[src/rtl/intirvx_decode_stage_pkg.sv]
// Shared CPU constants and the decode control bus seen by every pipeline stage.
// Pure declarations: no logic, no latency.
package cpu_parameters;
  localparam int          EPOCH_WIDTH = 2;
  localparam logic [31:0] START_PC    = 32'h0000_0000;

  typedef logic [EPOCH_WIDTH-1:0] epoch_t;

  localparam logic [6:0] OPC_LUI    = 7'b0110111;
  localparam logic [6:0] OPC_AUIPC  = 7'b0010111;
  localparam logic [6:0] OPC_JAL    = 7'b1101111;
  localparam logic [6:0] OPC_JALR   = 7'b1100111;
  localparam logic [6:0] OPC_BRANCH = 7'b1100011;
  localparam logic [6:0] OPC_LOAD   = 7'b0000011;
  localparam logic [6:0] OPC_STORE  = 7'b0100011;
  localparam logic [6:0] OPC_OPIMM  = 7'b0010011;
  localparam logic [6:0] OPC_OP     = 7'b0110011;
  localparam logic [6:0] OPC_FENCE  = 7'b0001111;
  localparam logic [6:0] OPC_SYSTEM = 7'b1110011;
endpackage

package interfaces_pkg;
  typedef struct packed {
    logic       lui;
    logic       auipc;
    logic       jal;
    logic       jalr;
    logic       branch;
    logic       load;
    logic       store;
    logic       op_imm;
    logic       op;
    logic       fence;
    logic       system;
    logic       illegal;
    logic [2:0] funct3;
    logic       funct7b5;
    logic       rd_en;
    logic       rs1_en;
    logic       rs2_en;
  } decode_bus;
endpackage

[src/rtl/intirvx_decode_decoder.sv]
// Purely combinational RV32I opcode decoder; zero latency, no flow control.
// Register enables ignore x0 so hazard logic never waits on it.
module intirvx_decode_decoder
  import cpu_parameters::*;
  import interfaces_pkg::*;
(
  input  logic [31:0] inst_i,
  output decode_bus   dec_o
);

  logic [6:0] opcode;
  logic [6:0] funct7;
  logic [2:0] funct3;
  logic       rd_nz;
  logic       rs1_nz;
  logic       rs2_nz;

  assign opcode = inst_i[6:0];
  assign funct3 = inst_i[14:12];
  assign funct7 = inst_i[31:25];
  assign rd_nz  = inst_i[11:7]  != 5'd0;
  assign rs1_nz = inst_i[19:15] != 5'd0;
  assign rs2_nz = inst_i[24:20] != 5'd0;

  always_comb begin
    dec_o          = '0;
    dec_o.funct3   = funct3;
    dec_o.funct7b5 = inst_i[30];
    case (opcode)
      OPC_LUI:    begin dec_o.lui   = 1'b1; dec_o.rd_en = rd_nz; end
      OPC_AUIPC:  begin dec_o.auipc = 1'b1; dec_o.rd_en = rd_nz; end
      OPC_JAL:    begin dec_o.jal   = 1'b1; dec_o.rd_en = rd_nz; end
      OPC_JALR: begin
        dec_o.jalr    = 1'b1;
        dec_o.rd_en   = rd_nz;
        dec_o.rs1_en  = rs1_nz;
        dec_o.illegal = funct3 != 3'b000;
      end
      OPC_BRANCH: begin dec_o.branch = 1'b1; dec_o.rs1_en = rs1_nz; dec_o.rs2_en = rs2_nz; end
      OPC_LOAD:   begin dec_o.load   = 1'b1; dec_o.rd_en  = rd_nz;  dec_o.rs1_en = rs1_nz; end
      OPC_STORE:  begin dec_o.store  = 1'b1; dec_o.rs1_en = rs1_nz; dec_o.rs2_en = rs2_nz; end
      OPC_OPIMM:  begin dec_o.op_imm = 1'b1; dec_o.rd_en  = rd_nz;  dec_o.rs1_en = rs1_nz; end
      OPC_OP: begin
        dec_o.op      = 1'b1;
        dec_o.rd_en   = rd_nz;
        dec_o.rs1_en  = rs1_nz;
        dec_o.rs2_en  = rs2_nz;
        // Only SUB/SRA use the alternate funct7 encoding.
        dec_o.illegal = !((funct7 == 7'h00) ||
                          (funct7 == 7'h20 && (funct3 == 3'b000 || funct3 == 3'b101)));
      end
      OPC_FENCE:  dec_o.fence  = 1'b1;
      OPC_SYSTEM: dec_o.system = 1'b1;
      default:    dec_o.illegal = 1'b1;
    endcase
  end

endmodule

[src/rtl/intirvx_decode_fifo.sv]
// Registered FIFO with synchronous clear; entries visible one cycle after push.
// Accepts a push when full only if a pop happens in the same cycle; clear beats push.
module intirvx_decode_fifo #(
  parameter int W     = 8,
  parameter int DEPTH = 4
) (
  input  logic                       clk_i,
  input  logic                       rst_i,
  input  logic                       clr_i,
  input  logic                       push_vld_i,
  input  logic [W-1:0]               push_dat_i,
  output logic                       full_o,
  input  logic                       pop_rdy_i,
  output logic                       pop_vld_o,
  output logic [W-1:0]               pop_dat_o,
  output logic [$clog2(DEPTH+1)-1:0] count_o
);

  localparam int AW = $clog2(DEPTH);
  localparam int CW = $clog2(DEPTH+1);

  logic [W-1:0]  mem_q [DEPTH];
  logic [AW-1:0] rd_q, rd_d, wr_q, wr_d;
  logic [CW-1:0] cnt_q, cnt_d;
  logic          do_push, do_pop;

  assign full_o    = cnt_q == CW'(DEPTH);
  assign pop_vld_o = cnt_q != '0;
  assign pop_dat_o = mem_q[rd_q];
  assign count_o   = cnt_q;
  assign do_pop    = pop_vld_o & pop_rdy_i;
  assign do_push   = push_vld_i & (!full_o | do_pop);

  always_comb begin
    rd_d  = rd_q;
    wr_d  = wr_q;
    cnt_d = cnt_q;
    if (clr_i) begin
      rd_d  = '0;
      wr_d  = '0;
      cnt_d = '0;
    end else begin
      if (do_push) wr_d = wr_q + AW'(1);
      if (do_pop)  rd_d = rd_q + AW'(1);
      cnt_d = cnt_q + CW'(do_push) - CW'(do_pop);
    end
  end

  always_ff @(posedge clk_i) begin
    if (rst_i) begin
      rd_q  <= '0;
      wr_q  <= '0;
      cnt_q <= '0;
    end else begin
      rd_q  <= rd_d;
      wr_q  <= wr_d;
      cnt_q <= cnt_d;
    end
  end

  always_ff @(posedge clk_i) begin
    if (do_push && !clr_i) mem_q[wr_q] <= push_dat_i;
  end

endmodule

[src/rtl/intirvx_decode_stage.sv]
// Decode stage: decodes fetched instructions into a FIFO (1-cycle min latency) and owns the fetch PC/epoch.
// Backpressure: inst_ready drops when the FIFO is full and not draining; pc holds while pc_ready is low.
module intirvx_decode_stage
  import interfaces_pkg::*;
#(
  parameter int              XLEN     = 32,
  parameter int              ALEN     = 32,
  parameter int              DEPTH    = 4,
  parameter int              EPOCH_W  = cpu_parameters::EPOCH_WIDTH,
  parameter int              PC_STEP  = 4,
  parameter logic [ALEN-1:0] START_PC = ALEN'(cpu_parameters::START_PC)
) (
  input  logic                       clk,
  input  logic                       rst,
  input  logic [XLEN-1:0]            inst,
  input  logic [ALEN-1:0]            inst_pc,
  input  logic [EPOCH_W-1:0]         inst_epoch,
  input  logic                       inst_valid,
  output logic                       inst_ready,
  output decode_bus                  decode,
  output logic [24:0]                decode_inst,
  output logic [ALEN-1:0]            decode_pc,
  output logic                       decode_valid,
  input  logic                       decode_ready,
  input  logic                       alu_jump,
  input  logic [ALEN-1:0]            alu_jump_addr,
  input  logic                       alu_valid,
  output logic                       alu_ready,
  output logic [ALEN-1:0]            pc,
  output logic [EPOCH_W-1:0]         pc_epoch,
  output logic                       pc_valid,
  input  logic                       pc_ready,
  output logic                       flush_ifetch,
  input  logic                       flush,
  output logic [$clog2(DEPTH+1)-1:0] occupancy
);

  localparam int FW = $bits(decode_bus) + 25 + ALEN;

  decode_bus                  dec;
  logic                       fifo_full, fifo_vld;
  logic [FW-1:0]              fifo_dat;
  logic [$clog2(DEPTH+1)-1:0] fifo_cnt;
  logic [ALEN-1:0]            pc_q, pc_d, jal_tgt;
  logic [EPOCH_W-1:0]         epoch_q, epoch_d;
  logic                       accept, cur_epoch, alu_redir, jal_redir;

  intirvx_decode_decoder u_decoder (
    .inst_i (inst[31:0]),
    .dec_o  (dec)
  );

  intirvx_decode_fifo #(
    .W     (FW),
    .DEPTH (DEPTH)
  ) u_fifo (
    .clk_i      (clk),
    .rst_i      (rst),
    .clr_i      (flush | alu_redir),
    .push_vld_i (cur_epoch),
    .push_dat_i ({dec, inst[31:7], inst_pc}),
    .full_o     (fifo_full),
    .pop_rdy_i  (decode_ready),
    .pop_vld_o  (fifo_vld),
    .pop_dat_o  (fifo_dat),
    .count_o    (fifo_cnt)
  );

  assign {decode, decode_inst, decode_pc} = fifo_dat;
  assign decode_valid = fifo_vld & !rst;
  assign occupancy    = rst ? '0 : fifo_cnt;
  assign inst_ready   = !fifo_full | (decode_valid & decode_ready);
  assign alu_ready    = 1'b1;

  // Stale-epoch instructions are still handshaken so fetch can drain them.
  assign accept    = inst_valid & inst_ready & !rst;
  assign cur_epoch = accept & (inst_epoch == epoch_q);
  assign alu_redir = alu_valid & alu_jump;
  assign jal_redir = cur_epoch & dec.jal & !flush & !alu_redir;
  assign jal_tgt   = inst_pc + {{(ALEN-21){inst[31]}}, inst[31], inst[19:12],
                                inst[20], inst[30:21], 1'b0};

  assign pc           = rst ? START_PC : pc_q;
  assign pc_epoch     = rst ? '0 : epoch_q;
  assign pc_valid     = !rst;
  assign flush_ifetch = (flush | alu_redir | jal_redir) & !rst;

  always_comb begin
    pc_d    = pc_q;
    epoch_d = epoch_q;
    if (flush) begin
      epoch_d = epoch_q + EPOCH_W'(1);
    end else if (alu_redir) begin
      pc_d    = alu_jump_addr;
      epoch_d = epoch_q + EPOCH_W'(1);
    end else if (jal_redir) begin
      pc_d    = jal_tgt;
      epoch_d = epoch_q + EPOCH_W'(1);
    end else if (pc_ready) begin
      pc_d = pc_q + ALEN'(PC_STEP);
    end
  end

  always_ff @(posedge clk) begin
    if (rst) begin
      pc_q    <= START_PC;
      epoch_q <= '0;
    end else begin
      pc_q    <= pc_d;
      epoch_q <= epoch_d;
    end
  end

endmodule
[config.mk]
export PLATFORM = sky130hd
export DESIGN_NAME = intirvx_decode_stage
export DESIGN_NICKNAME = d
export VERILOG_FILES = /design/src/rtl/intirvx_decode_stage_pkg.sv /design/src/rtl/intirvx_decode_decoder.sv /design/src/rtl/intirvx_decode_fifo.sv /design/src/rtl/intirvx_decode_stage.sv
export SDC_FILE = /design/constraint.sdc
export NUM_CORES = 1
export LEC_CHECK = 0
export CORE_ASPECT_RATIO = 0.8
export CORE_MARGIN = 8
export CORE_UTILIZATION = 40
export CTS_CLUSTER_DIAMETER = 60
export DETAILED_ROUTE_END_ITERATION = 10
export GPL_TIMING_DRIVEN = 0
export PLACE_DENSITY_LB_ADDON = 0.05
export REMOVE_ABC_BUFFERS = 1
export SLEW_MARGIN = 5
export SYNTH_ARGS = -nofsm -noshare
export SYNTH_HDL_FRONTEND = slang
export SYNTH_SLANG_ARGS = --single-unit
export TNS_END_PERCENT = 100
[constraint.sdc]
create_clock -name clk -period 9.9 [get_ports clk]
set_clock_uncertainty 0.05 [all_clocks]
set_input_delay 1.98 -clock clk [delete_from_list [all_inputs] [get_ports clk]]
set_output_delay 1.98 -clock clk [all_outputs]
set_load 0.02 [all_outputs]
==> results of run 1 <==
area by class of cell:
class,count,area [µm²],area share [%]
diodes,1,2.502,0.01296
clock buffers,50,1017,5.267
clock inverters,17,126.4,0.6543
inverters,24,90.09,0.4664
multi-input cells,681,5513,28.54
flip-flops and latches,331,9517,49.27
well taps,495,619.3,3.207
repair buffers,230,2430,12.58
cells by family after synthesis:
group,count (synthesis),synth area share [%]
other,1,0.02438
AO/OA/AOI/OAI,204,8.744
flip-flops,331,61.82
buffers and inverters,81,2.408
AND/OR/NAND/NOR,311,10.07
XOR/XNOR,49,2.790
multiplexers,77,10.88
adder cells (fa/ha/maj),39,3.270
power by group:
part / switching [mW] / internal [mW] / total, mW
Combinational: 0.169 / 0.132 / 0.300
Clock: 0.546 / 0.754 / 1.30
Sequential: 0.0121 / 1.53 / 1.54
tightest hold or removal path: stages, from the launching register on:
cell and delay (ns):
dfxtp_1 0.31, nor2_1 0.10, a211oi_1 0.05
flip-flops by register name, indices dropped and copies added, names as in the netlist, named ones only:
| register | count |
|---|---|
| pc_q | 32 |
| u_fifo.count_o | 3 |
| u_fifo.mem_q | 288 |
| u_fifo.rd_q | 2 |
| epoch_q | 2 |
| u_fifo.wr_q | 2 |
placed cells by master (no fill, tap or decap), types with 16 or more instances in the layout:
master,netlist,final
nor3_1,28,28
nand3_1,22,22
clkbuf_16,0,39
ha_1,37,37
a21o_1,16,16
o21ai_0,37,37
nor2b_1,39,39
xnor2_1,28,28
dfxtp_1,43,41
nor2_1,91,91
inv_1,24,24
mux4_2,72,72
edfxtp_1,288,288
nand2_1,65,65
xor2_1,21,21
clkdlybuf4s50_1,0,221
a21oi_1,50,50
through the flow:
step	instance area [µm²]	util [%]	cells	worst slack (ns)	power, mW
global placement	17940	47.08	1753	0.7681	1.865
floorplan	15100	-	1036	4.032	1.723
CTS	19310	50.67	1828	2.289	3.174
global route	19310	50.67	1829	2.157	3.250
finish	19310	50.67	1829	2.286	3.138
detailed placement	18170	47.67	1761	2.306	1.866
worst max-delay path by stage:
stage / from / end / slack, ns
after floorplan: register / decode[3] / 4.03
after global placement: rst / u_fifo.mem_q[3][14] / 0.77
after detailed placement: inst[5] / flush_ifetch / 2.31
after CTS: inst[5] / flush_ifetch / 2.29
after global routing: inst[5] / flush_ifetch / 2.16
final: inst[5] / flush_ifetch / 2.29
routing by layer:
layer	vias up	part of all wire [%]
met5	-	0.083
met4	6	1.6
met3	52	6.0
met2	252	45
met1	5096	47
li1	4696	-
==> summary.txt, run 1 <==
Status
  – Outcome: finished clean

Setup path
  – Critical path's slowest cell: or4_4
  – Top Family by Delay on Critical Path: simple AND/OR/NAND/NOR gates
  – Worst Path Arrival: 5.58 ns
  – Cell breakdown of the critical path: clkdlybuf4s50_1, and4b_1, nand4_1, or4_4, nand2_1, nor2_1, nor2_1, clkdlybuf4s50_1
  – FF-to-FF Start: epoch_q[0]
  – Delay of the slowest cell on the worst path: 0.73 ns
  – Reg2reg end: pc_q[26]
  – Startpoint types: primary input
  – Crit path depth: 8
  – CP endpoint kind: output port
  – CP required: 7.87 ns
  – CP bufs+invs: 2
  – Setup Crit Path Kind: primary input to output port
  – Worst Reg-to-Reg Cells: 8
  – R2r setup slk: 6.60 ns
  – Max Fanout on Critical Path: 12

Yosys
  – EDFF count, synth: 288
  – Unique masters post-synth: 74
  – Commonest register cell after synthesis: edfxtp_1
  – Top cell type's share of synthesized area: 56.22%
  – Syn Area/Cell: 14.07 µm²
  – Mapped Cells: 1093
  – Cell Area, Synth: 15380 µm²
  – Synth Warn #: 0
  – Synthesis-stage register bit count: 331
  – Area leader, netlist: edfxtp_1
  – Count leader, synth: edfxtp_1
  – Seq/Total Area, Yosys: 61.82%
  – Largest cells by area after synthesis: edfxtp_1 (56%), mux4_2 (11%), dfxtp_1 (5.6%)
  – Synth cell count leaders: edfxtp_1 (288), nor2_1 (91), mux4_2 (72), nand2_1 (65), a21oi_1 (50)
  – Asr flop ratio synth: 0%

Clocking
  – Post-CTS sizing: 0
  – Post-CTS Setup Inserts: 0
  – Worst skew pair latency: 0.52 ns
  – Clk sinks: 331
  – H-tree levels: 2
  – CTS tree: yes
  – Clock Tree Buf Depth: 3
  – Worst-path clk slew: 0.06 ns
  – Hold-fix buffers, CTS: 0
  – Root Buffer: clkbuf_16
  – Inserted Clock Buffers: 38

Hold path
  – Hold Crit Depth: 2
  – Worst Hold Class: register to register
  – Min-Delay Endpoint: pc_q[1]
  – Hold Crit Start: pc_q[1]

Routing
  – DR WL/cell: 23.02 µm
  – Drt drc: 0
  – TritonRoute pass-1 iters: 5
  – Post-Route WL: 42100 µm
  – Antenna Nets Post-Route: 0
  – DR vias: 10100
  – Via density: 5.523
  – DRT iter0 DRCs: 727

Die
  – Die area: 45030 µm²
  – Die width: 235.2 µm
  – I/O Pins: 224
  – # rows: 64
  – Core Region: 38120 µm²
  – Die Ht: 191.4 µm
  – Initial core utilization: 40.36%

Timing
  – Slew Viols, Final: 0
  – Period minus WS final: 7.614 ns
  – Final Setup Violations: 0
  – Final hold violation count: 0
  – RSZ-0062 raised after global routing: no
  – Relative slew slack: 15.06%
  – Final worst path period share: 76.91%
  – Min Hold Slack: 0.4620 ns
  – Fmax: 0.1313 GHz
  – Worst slew pin tran: 1.271 ns
  – Setup TNS: 0 ns

Run
  – Max-cap violations: 0

Finish
  – P&R area growth vs syn: 25.57%
  – Fin nets: 1451
  – Filler cell count: 3362
  – Ratio of cells with drive above 1 in the final layout: 11.10%

GRT
  – Met1 Use GR: 25.06%
  – GRT Max-Usage Layer: met2
  – Largest net degree at the start of global routing: 51
  – Vias in the first global route: 10180
  – Initial antenna violation count: 4
  – GR Overflow Total: 0
  – GR Util met3: 4.898%
  – Overall Global Routing Usage: 18.22%
  – Met2 Track Usage GR: 28.82%
  – First-pass GRT wire length: 63350 µm

Placed design
  – PortBufs: 222
  – Detailed Place HPWL: 29080 µm
  – GP Congestion: 0.8381

Pwr
  – Peak VDD IR: 92.25 µV
  – Static leakage: 6.291 nW
  – Pwr dens: 162.5 nW/µm²
Power figures use the tool's default switching activity.
==> run 2: changes to the inputs <==
==> constraint.sdc (replaced) <==
create_clock -name clk -period 7.4 [get_ports clk]
set_clock_uncertainty 0.05 [all_clocks]
set_input_delay 1.48 -clock clk [delete_from_list [all_inputs] [get_ports clk]]
set_output_delay 1.48 -clock clk [all_outputs]
set_load 0.02 [all_outputs]
==> results of run 2 <==
Same layout as run 1 (identical final DEF). Status: finished clean.
Among the figures that moved: setup slack after placement 2.306 ns -> 0.8063 ns; setup slack after layout 2.286 ns -> 0.7864 ns; register-to-register setup slack 6.60 ns -> 4.10 ns; total power 3.138 mW -> 4.198 mW; worst IR drop on VDD 92.25 µV -> 123.4 µV
